--- config.mk ---
export PLATFORM = sky130hd
export DESIGN_NAME = box_plotter
export DESIGN_NICKNAME = d
export VERILOG_FILES = /design/src/rtl/box_plotter.sv
export SDC_FILE = /design/constraint.sdc
export NUM_CORES = 1
export LEC_CHECK = 0
export CAP_MARGIN = 0
export CORE_MARGIN = 1.5
export CORE_UTILIZATION = 55
export CTS_CLUSTER_SIZE = 24
export DETAILED_ROUTE_END_ITERATION = 8
export PLACE_DENSITY = 0.84
export SLEW_MARGIN = 15
export SYNTH_ARGS = -nofsm -noshare
export SYNTH_HDL_FRONTEND = slang
export SYNTH_SLANG_ARGS = --single-unit
export TNS_END_PERCENT = 10
--- constraint.sdc ---
create_clock -name clk -period 4.35 [get_ports clk]
set_clock_uncertainty 0.1 [all_clocks]
set_input_delay 0.435 -clock clk [delete_from_list [all_inputs] [get_ports clk]]
set_output_delay 0.435 -clock clk [all_outputs]
set_load 0.05 [all_outputs]
--- src/rtl/box_plotter.sv ---
// Rectangle rasteriser for the VGA adapter pixel port: draws a clipped box or
// clears the screen, one registered pixel per clock, with busy/done/abort.
module box_plotter #(
  parameter int X_W       = 8,
  parameter int Y_W       = 7,
  parameter int C_W       = 3,
  parameter int DIM_W     = 4,
  parameter int SCREEN_W  = 160,
  parameter int SCREEN_H  = 120,
  parameter int BG_COLOUR = 0
) (
  input  logic             clk,
  input  logic             resetn,
  input  logic             start,
  input  logic             mode,
  input  logic [X_W-1:0]   x_in,
  input  logic [Y_W-1:0]   y_in,
  input  logic [DIM_W-1:0] w_in,
  input  logic [DIM_W-1:0] h_in,
  input  logic [C_W-1:0]   colour_in,
  input  logic             abort,
  output logic [X_W-1:0]   x,
  output logic [Y_W-1:0]   y,
  output logic [C_W-1:0]   colour,
  output logic             plot,
  output logic             busy,
  output logic             done
);

  // Counters must hold both a full-screen clear and the largest encoded box.
  localparam int DIM_MAX = 2 ** DIM_W;
  localparam int W_MAX   = (SCREEN_W > DIM_MAX) ? SCREEN_W : DIM_MAX;
  localparam int H_MAX   = (SCREEN_H > DIM_MAX) ? SCREEN_H : DIM_MAX;
  localparam int CX_W    = $clog2(W_MAX + 1);
  localparam int CY_W    = $clog2(H_MAX + 1);
  localparam int SX_W    = X_W + 1;
  localparam int SY_W    = Y_W + 1;

  localparam logic [CX_W-1:0] W_FULL   = CX_W'(DIM_MAX);
  localparam logic [CY_W-1:0] H_FULL   = CY_W'(DIM_MAX);
  localparam logic [CX_W-1:0] W_SCREEN = CX_W'(SCREEN_W);
  localparam logic [CY_W-1:0] H_SCREEN = CY_W'(SCREEN_H);
  localparam logic [SX_W-1:0] X_LIMIT  = SX_W'(SCREEN_W);
  localparam logic [SY_W-1:0] Y_LIMIT  = SY_W'(SCREEN_H);
  localparam logic [C_W-1:0]  BG       = C_W'(BG_COLOUR);

  typedef enum logic [1:0] {
    S_IDLE = 2'd0,
    S_DRAW = 2'd1,
    S_DONE = 2'd2
  } state_t;

  state_t          state_q, state_d;
  logic [X_W-1:0]  x0_q, x0_d;
  logic [Y_W-1:0]  y0_q, y0_d;
  logic [CX_W-1:0] w_q, w_d;
  logic [CY_W-1:0] h_q, h_d;
  logic [CX_W-1:0] col_q, col_d;
  logic [CY_W-1:0] row_q, row_d;
  logic [C_W-1:0]  fill_q, fill_d;
  logic [X_W-1:0]  x_q, x_d;
  logic [Y_W-1:0]  y_q, y_d;
  logic [C_W-1:0]  colour_q, colour_d;
  logic            plot_q, plot_d;
  logic            busy_q, busy_d;
  logic            done_q, done_d;

  logic [SX_W-1:0] sum_x_s;
  logic [SY_W-1:0] sum_y_s;
  logic            clip_s;
  logic            last_col_s;
  logic            last_row_s;

  // Pixel address one bit wider than the port so overflow clips instead of wrapping.
  always_comb begin
    sum_x_s    = SX_W'(x0_q) + SX_W'(col_q);
    sum_y_s    = SY_W'(y0_q) + SY_W'(row_q);
    clip_s     = (sum_x_s >= X_LIMIT) || (sum_y_s >= Y_LIMIT);
    last_col_s = (col_q == (w_q - CX_W'(1)));
    last_row_s = (row_q == (h_q - CY_W'(1)));
  end

  // Next-state and next-output logic.
  always_comb begin
    state_d  = state_q;
    x0_d     = x0_q;
    y0_d     = y0_q;
    w_d      = w_q;
    h_d      = h_q;
    col_d    = col_q;
    row_d    = row_q;
    fill_d   = fill_q;
    x_d      = x_q;
    y_d      = y_q;
    colour_d = colour_q;
    plot_d   = 1'b0;
    busy_d   = 1'b0;
    done_d   = 1'b0;

    case (state_q)
      S_IDLE: begin
        if (start) begin
          state_d = S_DRAW;
          col_d   = '0;
          row_d   = '0;
          if (mode) begin
            x0_d   = '0;
            y0_d   = '0;
            w_d    = W_SCREEN;
            h_d    = H_SCREEN;
            fill_d = BG;
          end else begin
            x0_d   = x_in;
            y0_d   = y_in;
            w_d    = (w_in == '0) ? W_FULL : CX_W'(w_in);
            h_d    = (h_in == '0) ? H_FULL : CY_W'(h_in);
            fill_d = colour_in;
          end
        end else begin
          state_d = S_IDLE;
        end
      end

      S_DRAW: begin
        if (abort) begin
          state_d = S_IDLE;
        end else begin
          x_d      = sum_x_s[X_W-1:0];
          y_d      = sum_y_s[Y_W-1:0];
          colour_d = fill_q;
          plot_d   = ~clip_s;
          busy_d   = 1'b1;
          if (last_col_s) begin
            col_d = '0;
            if (last_row_s) begin
              row_d   = '0;
              state_d = S_DONE;
            end else begin
              row_d = row_q + CY_W'(1);
            end
          end else begin
            col_d = col_q + CX_W'(1);
          end
        end
      end

      S_DONE: begin
        state_d = S_IDLE;
        if (abort) begin
          done_d = 1'b0;
          busy_d = 1'b0;
        end else begin
          done_d = 1'b1;
          busy_d = 1'b1;
        end
      end

      default: begin
        state_d = S_IDLE;
        col_d   = '0;
        row_d   = '0;
      end
    endcase
  end

  // State, operand and output registers with synchronous active-low reset.
  always_ff @(posedge clk) begin
    if (!resetn) begin
      state_q  <= S_IDLE;
      x0_q     <= '0;
      y0_q     <= '0;
      w_q      <= '0;
      h_q      <= '0;
      col_q    <= '0;
      row_q    <= '0;
      fill_q   <= '0;
      x_q      <= '0;
      y_q      <= '0;
      colour_q <= '0;
      plot_q   <= 1'b0;
      busy_q   <= 1'b0;
      done_q   <= 1'b0;
    end else begin
      state_q  <= state_d;
      x0_q     <= x0_d;
      y0_q     <= y0_d;
      w_q      <= w_d;
      h_q      <= h_d;
      col_q    <= col_d;
      row_q    <= row_d;
      fill_q   <= fill_d;
      x_q      <= x_d;
      y_q      <= y_d;
      colour_q <= colour_d;
      plot_q   <= plot_d;
      busy_q   <= busy_d;
      done_q   <= done_d;
    end
  end

  assign x      = x_q;
  assign y      = y_q;
  assign colour = colour_q;
  assign plot   = plot_q;
  assign busy   = busy_q;
  assign done   = done_q;

endmodule

-- Yosys cells after proc, flatten, opt, wreduce, memory -nomap -nowiden
Index checks and enable logic that the tools add are counted.
- bits of input ports: 31
- output and inout port bits: 21
- word-level logic and storage cells: 71
- register bits: 71
- reductions and logical operators: 13
- add/sub/neg operators: 6
- $lt $le $gt $ge: 2
- bitwise gates (word level): 5
- muxes and demuxes: 22
- eq/ne operators: 9
- operators with widths (kind ; number):
    two-way mux 7 bit ; 6
    two-way mux 8 bit ; 5
    case mux 8 bit (3 select lines) ; 1
    case mux 7 bit (3 select lines) ; 1
    two-way mux 5 bit ; 2
    AND reduction 2 bit ; 5
    adder 8 x 8 -> 9 bit ; 1
    >= comparator 9 x 8 -> 1 bit (second input constant) ; 1
    adder 7 x 7 -> 8 bit ; 1
    adder 8 x 1 -> 8 bit (second input constant) ; 1
    equality test 8 bit ; 1
    >= comparator 8 x 7 -> 1 bit (second input constant) ; 1
    logical NOT 4 bit ; 2
    subtractor 8 x 1 -> 8 bit (second input constant) ; 1
    adder 7 x 1 -> 7 bit (second input constant) ; 1
    equality test 7 bit ; 1
    subtractor 7 x 1 -> 7 bit (second input constant) ; 1
    two-way mux 2 bit ; 3
    inequality test 2 bit (second input constant) ; 3
    inequality test 3 bit (second input constant) ; 2
    inverter 1 bit ; 5
    case mux 2 bit (2 select lines) ; 1
    AND reduction 4 bit ; 1
    two-way mux 3 bit ; 1
    8 further kinds ; 9

-- Logic depth before layout (Yosys ltp)
- depth after elaboration: 6
- gate-level depth with buffers: 10

-- Worst setup path before layout
No wires, ideal clock.
- kind: reg2reg
- start: reg w_q[0]
- end: reg row_q[5]
- data required time: 4.123 ns
- period minus slack after synthesis: 2.197 ns
- cell stages (with the launch flop): 8
- setup time: 0.127 ns
- data arrival time: 1.970 ns
- setup slack: 2.153 ns
- cells stage by stage: dfxtp_1 or4_4 or3_1 nand3_2 a41oi_1 o21ai_2 buf_2 a31oi_1
- longest elaborated chain between the ends: 4
- RTL lines (what ; line ; source):
    from (decl) ; 56 ; logic [CX_W-1:0] w_q, w_d;
    from (signal assigned) ; 187 ; w_q <= w_d;
    subtractor 8 x 1 -> 8 bit ; 79 ; last_col_s = (col_q == (w_q - CX_W'(1)));
    equality test 8 bit ; 79 ;
    inequality test 2 bit (no line) ; -- ;
    AND reduction 4 bit (no line) ; -- ;
    to (signal assigned) ; 190 ; row_q <= row_d;
    to (decl) ; 59 ; logic [CY_W-1:0] row_q, row_d;
No other way between the ends.
A chain may end at the register's enable or synchronous reset.

-- Worst setup path after layout
- start: reg w_q[0]
- end: reg row_q[6]
The elaborated chain is that of the path after synthesis.

==> out/qor.yml <==
sta:
  slew_violations: 0
  worst_pin_slew_ns: 1.149
  rsz0062_at_grt: "no"
  holdWs_ns: 0.3635
  fin_ws_ns: 1.696
  period_minus_slack_ns: 2.654
  finalSetupViolCount: 0
  fmax_ghz: 0.3768
  post-route-period-util_pct: 61.01
  setup_tns_ns: 0
  slew_headroom_pct: 23.14
  timing.final.hold_violations: 0
cells_and_area:
  final_area_um2: 4466
  diodes: 0
  layout_commonest_cell: "dfxtp_1"
  layout_common_cells: "67 x dfxtp_1, 51 x clkdlybuf4s50_1, 43 x nand2_1, 37 x a21oi_1, 29 x nor2b_1"
  fin_nets: 539
  syn_to_final_growth_pct: 20.29
  drive_gt1_share_pct: 4.703
synthesis:
  yosys-top-cells-area: "dfxtp_1 36%, ha_1 7.4%, nor3b_1 5.5%"
  ys_ff_latch: 67
  syn-cell-area_um2: 3712
  synth_seq_area_share_pct: 36.13
  yosysTopAreaCellShare_pct: 36.13
  avgSynthCellArea_um2: 8.476
  synthArstFlopShare_pct: 0
  synth_enable_flop_cells: 0
  syn_nets: 493
  synth_flop_cell: "dfxtp_1"
  yosysTopAreaCell: "dfxtp_1"
  ys_warn_count: 0
  synth_cells: 438
  synth_cell_type_count: 48
clock_tree:
  htreeDepth: 3
  cts_resized: 0
  clk_latency_ns: 0.34
  post-cts-setup-buffer-count: 0
  cts_tree: "done"
  cts.sinks: 67
  clk_pin_slew_ns: 0.07
  hold_buffers: 0
  root_buffer: "clkbuf_8"
  clock_tree.buffer_depth: 2
  cts_inserted_buffers: 9
global_route:
  antenna_found_initial: 0
  track_usage_pct: 23.66
  grt_first_pass_wirelength_mm: 13.72
  first_global_vias: 3039
  grt_overflow: 0
  grt_start_max_net_pins: 57
place:
  dp_slack_ns: 1.664
  hpwl_mm: 5.927
  place_area_um2: 4268
  port_buffers: 51
  gp_congestion: 0.8363
power:
  ir_drop_mv: 0.1755
  switching_share_pct: 26.04
  p_sw_uw: 350.5
  comb_power_share_pct: 13.6
  p_clk_share_pct: 38.4
  p_leak_uw: 0.001717
  seq_power_share_pct: 48.0
  powerDensity_nw_per_um2: 301.4
  p_int_uw: 995.5
floorplanning:
  start_util_pct: 57.80
  dieArea_um2: 7251
  rows: 29
  core_area_um2: 6422
  die_y_um: 85.16
  io_pins: 52
  chipWidth_um: 85.16
setup_path:
  crit_path_end_kind: "register"
  critPathKind: "reg2reg"
  required_ns: 4.48
  start_kind: "register"
  crit_arrival_ns: 2.78
  path_max_fanout: 14
routing:
  via_count: 3174
  first_pass_iters: 7
  ant_nets: 0
  drc: 3
  wl_per_cell_um: 14.43
  drt_wl_total_mm: 8.170
  viasPerCell: 5.608
  drtIter0Drc: 162
run_status:
  violations: "DRC"
  status: "complete, but fails checks"
worst_hold_path:
  min_path_type: "reg2reg"
job:
  cap_violations: 0
worst max-delay path: stages, from the launching register on:
cell and delay (ns):
dfxtp_1 0.36, or4_4 0.56, or3_1 0.37, nand3_2 0.12, a41oi_1 0.16, o21ai_2 0.53, a21boi_0 0.24, mux2i_1 0.09
area by class of cell:
cell class                      instances  area [um^2]
Clock buffer                           12        145.1
Clock inverter                          4        50.05
Fill cell                             500         1957
Inverter                               24        90.09
Multi-Input combinational cell        328         2210
Sequential cell                        67         1341
Tap cell                               77        96.34
Timing Repair Buffer                   54        533.0
logic make-up (layout without fill, tap and decap cells):
| logic type | count (synthesis) | after routing | share of synthesized area (%) |
|---|---|---|---|
| compound gates | 99 | 99 | 16.89 |
| xor+xnor | 29 | 29 | 6.842 |
| fa+ha+maj | 24 | 24 | 8.493 |
| buf+inv | 43 | 94 | 4.415 |
| flops | 67 | 67 | 36.13 |
| mux | 3 | 3 | 0.8089 |
| simple gates | 173 | 173 | 26.42 |
cell usage after synthesis, types with 7 or more instances:
cell type and number:
nand2_1 44, inv_1 24, nor2_1 21, a21oi_1 37, dfxtp_1 67, clkbuf_1 16
nor3_1 8, xnor2_1 13, a21boi_0 17, nor2b_1 29, o21ai_0 16, nor3b_1 27
nand2b_1 7, nand3_1 8, ha_1 22, xor2_1 16
metal layers:
metal	wire length (um)	part of all wire, %	vias to the layer above	GRT usage [%]
li1	-	-	1608	-
met1	3708	45	1490	29.15
met2	4015	49	67	41.20
met3	372	4.6	9	5.642
met4	74	0.91	0	6.706
met5	0	0	-	0
sequential cells by signal, indices dropped and copies added (netlist names), 2 cells and up:
signal and count:
col_q 8, x0_q 8, x 8, row_q 7
y0_q 7, y 7, h_q 6, w_q 5
colour 3, fill_q 3, state_q 2
metrics by stage:
step                      total power (uW)  util (%)  cells
final                                 1346     69.53    566
after global routing                  1404     69.53    566
after CTS                             1354     69.49    566
after detailed placement             842.0     66.45    550
after global placement               836.6     66.45    550
after floorplan                      781.3         -    438
final timing paths:
path	slack, ns	start	endpoint	depth (start not counted)
worst max-delay path	1.70	w_q[0]	row_q[6]	7
worst min register to register	0.36	colour[0]	colour[0]	2
worst min-delay path	0.36	colour[0]	colour[0]	2
worst max register to register	1.70	w_q[0]	row_q[6]	7
power groups by stage:
stage	Combinational, uW	Clock (uW)	Sequential [uW]
finish	184	517	646
global route	201	555	648
CTS	183	525	646
detailed placement	182	0	660
global placement	177	0	660
floorplan	116	0	666
Power figures use the tool's default switching activity.
